$ cat src/rtl/dec_enc_pkg.sv
// -----------------------------------------------------------------------------
// dec_enc_pkg
// Shared definitions for the decoder/encoder block family.
//   - state_e    : two-state handshake FSM encoding (IDLE, HOLD)
//   - N_DEFAULT  : default number of request/decode lines
//   - one_hot()  : index -> one-hot vector, up to ONE_HOT_MAX lines
// -----------------------------------------------------------------------------
package dec_enc_pkg;

   localparam int N_DEFAULT     = 4;

   // Widest vector one_hot() can produce; callers size-cast the result down.
   localparam int ONE_HOT_MAX   = 32;
   localparam int ONE_HOT_IDX_W = $clog2(ONE_HOT_MAX);

   typedef enum logic {
      IDLE = 1'b0,
      HOLD = 1'b1
   } state_e;

   function automatic logic [ONE_HOT_MAX-1:0] one_hot(input logic [ONE_HOT_IDX_W-1:0] idx);
      one_hot = {{(ONE_HOT_MAX-1){1'b0}}, 1'b1} << idx;
   endfunction

endpackage

$ cat src/rtl/prio_enc_comb.sv
// -----------------------------------------------------------------------------
// prio_enc_comb
// Unregistered priority encoder: highest set index of pend wins.
// Ports:
//   pend [N-1:0]  input   request vector
//   idx  [W-1:0]  output  highest set index (0 when pend is all zero)
//   any           output  at least one bit of pend is set
// -----------------------------------------------------------------------------
module prio_enc_comb #(
   parameter int N = 4
) (
   input  logic [N-1:0]         pend,
   output logic [$clog2(N)-1:0] idx,
   output logic                 any
);

   localparam int W = $clog2(N);

   // Ascending scan: the last set bit seen is the highest index.
   always_comb begin
      idx = {W{1'b0}};
      any = |pend;
      for (int i = 0; i < N; i++) begin
         idx = pend[i] ? W'(i) : idx;
      end
   end

endmodule

$ cat src/rtl/enc_prio_pend.sv
// -----------------------------------------------------------------------------
// enc_prio_pend
// Registered priority encoder with pending-request latch and ack handshake.
// Requests are accumulated in a pending register; the highest pending index is
// presented on A with V=1 until ack, then that bit is cleared.
// Ports:
//   clk          input   rising-edge clock
//   rst_n        input   synchronous active-low reset
//   E            input   capture enable for D
//   D   [N-1:0]  input   request lines, sampled every clock
//   ack          input   consumer accepts A (only meaningful while V=1)
//   A   [W-1:0]  output  presented index (holds last value while V=0)
//   V            output  A valid
//   OVF          output  sticky: request arrived on an already-pending line
// N is limited to dec_enc_pkg::ONE_HOT_MAX lines.
// -----------------------------------------------------------------------------
module enc_prio_pend
   import dec_enc_pkg::*;
#(
   parameter int N = N_DEFAULT
) (
   input  logic                 clk,
   input  logic                 rst_n,
   input  logic                 E,
   input  logic [N-1:0]         D,
   input  logic                 ack,
   output logic [$clog2(N)-1:0] A,
   output logic                 V,
   output logic                 OVF
);

   localparam int W = $clog2(N);

   state_e         state_q, state_d;
   logic [N-1:0]   pend_q,  pend_d;
   logic [W-1:0]   a_q,     a_d;
   logic           v_q,     v_d;
   logic           ovf_q,   ovf_d;

   logic [N-1:0]   clr_s;
   logic [W-1:0]   idx_s;
   logic           any_s;

   prio_enc_comb #(.N(N)) u_prio_enc (
      .pend (pend_q),
      .idx  (idx_s),
      .any  (any_s)
   );

   // Next-state: FSM, grant index, clear mask, pending capture and overflow.
   always_comb begin
      state_d = state_q;
      a_d     = a_q;
      v_d     = v_q;
      clr_s   = {N{1'b0}};
      case (state_q)
         IDLE: begin
            if (any_s) begin
               state_d = HOLD;
               a_d     = idx_s;
               v_d     = 1'b1;
            end else begin
               state_d = IDLE;
               v_d     = 1'b0;
            end
         end
         HOLD: begin
            if (ack) begin
               state_d = IDLE;
               v_d     = 1'b0;
               clr_s   = N'(one_hot(ONE_HOT_IDX_W'(a_q)));
            end else begin
               state_d = HOLD;
               v_d     = 1'b1;
            end
         end
         default: begin
            state_d = IDLE;
            v_d     = 1'b0;
         end
      endcase
      // Set is ORed in after the clear, so a same-cycle re-request survives ack.
      pend_d = (pend_q & ~clr_s) | (E ? D : {N{1'b0}});
      // A cleared bit being re-requested is a fresh request, not an overflow.
      ovf_d  = ovf_q | (E & (|(D & pend_q & ~clr_s)));
   end

   // State and output registers with synchronous active-low reset.
   always_ff @(posedge clk) begin
      if (!rst_n) begin
         state_q <= IDLE;
         pend_q  <= {N{1'b0}};
         a_q     <= {W{1'b0}};
         v_q     <= 1'b0;
         ovf_q   <= 1'b0;
      end else begin
         state_q <= state_d;
         pend_q  <= pend_d;
         a_q     <= a_d;
         v_q     <= v_d;
         ovf_q   <= ovf_d;
      end
   end

   assign A   = a_q;
   assign V   = v_q;
   assign OVF = ovf_q;

endmodule

$ cat config.mk
export PLATFORM = sky130hd
export DESIGN_NAME = enc_prio_pend
export DESIGN_NICKNAME = d
export VERILOG_FILES = /design/src/rtl/dec_enc_pkg.sv /design/src/rtl/prio_enc_comb.sv /design/src/rtl/enc_prio_pend.sv
export SDC_FILE = /design/constraint.sdc
export NUM_CORES = 1
export LEC_CHECK = 0
export ABC_AREA = 1
export CORE_AREA = 3 3 40 42
export CTS_CLUSTER_SIZE = 20
export DETAILED_ROUTE_END_ITERATION = 10
export DIE_AREA = 0 0 43 45
export PLACE_DENSITY = 0.62
export SKIP_CTS_REPAIR_TIMING = 1
export SKIP_LAST_GASP = 1
export SLEW_MARGIN = 20
export SYNTH_ARGS = -nofsm -noshare
export SYNTH_HDL_FRONTEND = slang
export SYNTH_HIERARCHICAL = 1
export SYNTH_SLANG_ARGS = --single-unit
$ cat constraint.sdc
create_clock -name clk -period 1.6 [get_ports clk]
set_input_delay 0.32 -clock clk [delete_from_list [all_inputs] [get_ports clk]]
set_output_delay 0.32 -clock clk [all_outputs]
set_load 0.01 [all_outputs]
==> flow_results.xml <==
<?xml version="1.0" encoding="UTF-8"?>
<metrics>
  <group name="status">
    <metric name="status" unit="">finished clean</metric>
  </group>
  <group name="power">
    <metric name="cell_internal_pwr" unit="mW">0.368</metric>
    <metric name="vdd.ir_drop.worst" unit="V">0.000529</metric>
    <metric name="p_seq_share" unit="%">46.5</metric>
    <metric name="switchingPower" unit="mW">0.148</metric>
    <metric name="fin_total_pwr" unit="mW">0.516</metric>
    <metric name="share_comb_of_total_power" unit="%">23.3</metric>
    <metric name="p_per_area" unit="mW/mm²">927</metric>
    <metric name="total_leakage_power" unit="nW">0.266</metric>
    <metric name="power.share.switching" unit="%">28.6</metric>
    <metric name="clockPowerShare" unit="%">30.2</metric>
  </group>
  <group name="clock_tree">
    <metric name="cts_max_path_buffers" unit="">2</metric>
    <metric name="number_of_sinks_handled_by_clock_tree_synthesis" unit="">8</metric>
    <metric name="cts_htree_levels" unit="">1</metric>
    <metric name="worstSkewPairLatency" unit="ns">0.25</metric>
    <metric name="cell_chosen_for_the_clock_root" unit="">sky130_fd_sc_hd__clkbuf_4</metric>
    <metric name="cts-buffers-inserted" unit="">3</metric>
    <metric name="clock_tree_from_tritoncts" unit="">yes</metric>
    <metric name="clk_transition_reported_paths" unit="ns">0.05</metric>
  </group>
  <group name="final_layout">
    <metric name="area_of_the_multi_input_gates" unit="µm²">199</metric>
    <metric name="area_growth" unit="%">37.8</metric>
    <metric name="num_antenna_cells" unit="">0</metric>
    <metric name="final_layout_size_suffix_gt1_share" unit="%">9.88</metric>
    <metric name="final_cell_area" unit="µm²">557</metric>
    <metric name="fin_nets" unit="">91</metric>
    <metric name="post-route-util" unit="%">43.3</metric>
    <metric name="fill_cells" unit="">151</metric>
    <metric name="register_area" unit="µm²">161</metric>
  </group>
  <group name="sta">
    <metric name="timing.final.crit_period" unit="ns">1.51</metric>
    <metric name="setup_tns" unit="ns">0</metric>
    <metric name="achievable-frequency" unit="GHz">0.664</metric>
    <metric name="worst-slew-pin-transition" unit="ns">0.187</metric>
    <metric name="slew_viol_final" unit="">0</metric>
    <metric name="final-hold-violation-count" unit="">0</metric>
    <metric name="setup-violations-final" unit="">0</metric>
    <metric name="grt_setup_unrepaired" unit="">no</metric>
    <metric name="fin_crit_sh" unit="%">94.2</metric>
    <metric name="slew_headroom" unit="%">87.5</metric>
    <metric name="timing.final.ws_setup" unit="ns">0.0928</metric>
    <metric name="clock_skew" unit="ns">0.00199</metric>
  </group>
  <group name="drt">
    <metric name="vias_after_detailed_routing" unit="">421</metric>
    <metric name="dr.first_iter.drc_count" unit="">4</metric>
    <metric name="post_drt_via_cell_ratio" unit="">4.39</metric>
    <metric name="wl" unit="µm">806</metric>
    <metric name="drt_pass1_iterations" unit="">4</metric>
    <metric name="detail-route-antenna-nets" unit="">0</metric>
    <metric name="drc_errors" unit="">0</metric>
    <metric name="wl_per_cell" unit="µm">8.40</metric>
  </group>
  <group name="place">
    <metric name="port-buffer-count" unit="">11</metric>
    <metric name="place_hpwl" unit="µm">660</metric>
    <metric name="gp_congestion" unit="">0.713</metric>
    <metric name="detailed_place.area" unit="µm²">533</metric>
    <metric name="worst_setup_slack_before_clock_tree_synthesis" unit="ns">0.143</metric>
  </group>
  <group name="logic_synthesis">
    <metric name="synth_largest_area_cell" unit="">sky130_fd_sc_hd__dfxtp_1</metric>
    <metric name="post-synth-top-count-cell" unit="">sky130_fd_sc_hd__nand2_1</metric>
    <metric name="yosysWarningCount" unit="">6</metric>
    <metric name="synth.avg_cell_area" unit="µm²">6.03</metric>
    <metric name="postSynthNetCount" unit="">75</metric>
    <metric name="post_synth_main_area_contributors" unit="">sky130_fd_sc_hd__dfxtp_1 (40%), sky130_fd_sc_hd__nand2_1 (20%), sky130_fd_sc_hd__nor2_1 (11%)</metric>
    <metric name="synth.ff_latch_count" unit="">8</metric>
    <metric name="synth_top_cell_area_share" unit="%">39.6</metric>
    <metric name="synth-edff-count" unit="">0</metric>
    <metric name="synthDistinctLibCells" unit="">10</metric>
    <metric name="synth.top_cells.by_count" unit="">sky130_fd_sc_hd__nand2_1 (22), sky130_fd_sc_hd__nor2_1 (12), sky130_fd_sc_hd__inv_1 (11), sky130_fd_sc_hd__dfxtp_1 (8)</metric>
    <metric name="async_flop_share" unit="%">0</metric>
    <metric name="sequential_cell_area_fraction_in_the_yosys_report" unit="%">39.6</metric>
    <metric name="synth_cells" unit="">67</metric>
    <metric name="syn-cell-area" unit="µm²">404</metric>
    <metric name="synth_ff_type" unit="">sky130_fd_sc_hd__dfxtp_1</metric>
  </group>
  <group name="grt">
    <metric name="grt.total_usage" unit="%">10.1</metric>
    <metric name="pin_count_of_the_biggest_net_entering_global_routing" unit="">7</metric>
    <metric name="global_route_overflow" unit="">0</metric>
    <metric name="first_pass_grt_wire_length" unit="µm">1370</metric>
    <metric name="number_of_antenna_violations_at_the_first_check_in_global_routing" unit="">0</metric>
    <metric name="first_global_vias" unit="">331</metric>
  </group>
  <group name="critical_path">
    <metric name="cp_max_fo" unit="">4</metric>
    <metric name="cp_slowest_stage_delay" unit="ns">0.56</metric>
    <metric name="cell_by_cell_listing_of_the_critical_path" unit="">clkdlybuf4s50_1</metric>
    <metric name="worst_setup_path_end_kind" unit="">output port</metric>
    <metric name="timing.critical_path.buf_inv" unit="">1</metric>
    <metric name="required_worst_endpoint" unit="ns">1.28</metric>
    <metric name="crit_family" unit="">buffers and inverters</metric>
    <metric name="start_kind" unit="">register</metric>
    <metric name="cp.arrival" unit="ns">1.19</metric>
    <metric name="critPathKind" unit="">register to output port</metric>
    <metric name="cp_slowest_cell" unit="">sky130_fd_sc_hd__clkdlybuf4s50_1</metric>
  </group>
  <group name="floorplan">
    <metric name="core-area" unit="mm²">0.00128</metric>
    <metric name="die_h" unit="µm">45</metric>
    <metric name="ioPinCount" unit="">12</metric>
    <metric name="start_util" unit="%">31.5</metric>
    <metric name="floorplan.rows" unit="">13</metric>
    <metric name="die_area" unit="mm²">0.00194</metric>
    <metric name="die_w" unit="µm">43</metric>
  </group>
  <group name="flow_run">
    <metric name="cap_violations" unit="">0</metric>
  </group>
  <group name="min_path">
    <metric name="min-delay-path-class" unit="">register to register</metric>
  </group>
</metrics>
## kinds of logic after synthesis
logic type	count (synthesis)	synth area share, %
simple gates	36	34.7
compound gates	11	14.5
buf+inv	12	11.1
flops	8	39.6
## layer usage
layer	part of all wire, %	vias to the layer above	GRT usage (%)
met1	47	179	11.6
li1	-	230	-
met2	45	8	14.7
met3	5.0	4	2.39
met4	2.5	0	10.8
met5	0	-	0
## cell type report
cell class / instances / area share [%]
Sequential cell: 8 / 29.0
Timing Repair Buffer: 11 / 19.8
Tap cell: 15 / 3.37
Inverter: 12 / 8.09
Multi-Input combinational cell: 47 / 35.7
Clock buffer: 3 / 4.04
## worst paths after layout
check	startpoint	to	slack, ns	cells after the start
worst max register to register	pend_q[3]$_SDFF_PN0_	A[0]$_SDFFE_PN0P_	0.55	7
worst min-delay path	OVF$_SDFF_PN0_	OVF$_SDFF_PN0_	0.46	2
worst max-delay path	V$_SDFF_PN0_	V	0.09	1
worst min register to register	OVF$_SDFF_PN0_	OVF$_SDFF_PN0_	0.46	2
## layout by cell type, fill, tap and decap left out, drive strengths merged
master          n
clkbuf          3
nand2          23
inv            12
dfxtp           8
clkdlybuf4s50  11
nor2           13
o21ai           5
a21oi           6
## power groups by stage
stage	Sequential (mW)	Clock, mW	Combinational (mW)
final	0.240	0.156	0.120
after CTS	0.239	0.164	0.122
after global placement	0.243	0	0.120
after floorplan	0.246	0	0.0601
after global routing	0.245	0.179	0.138
after detailed placement	0.244	0	0.121
## state kept, by name, summed over array words and instances, names as in the netlist
| name | count |
|---|---|
| OVF | 1 |
| V | 1 |
| pend_q | 4 |
| A | 2 |
## through the flow
stage	cells	hold WS, ns
floorplan	67	0.452
detailed placement	93	0.456
finish	96	0.458
CTS	96	0.463
global placement	93	0.449
global route	96	0.495
(Power assumes the default switching activity.)
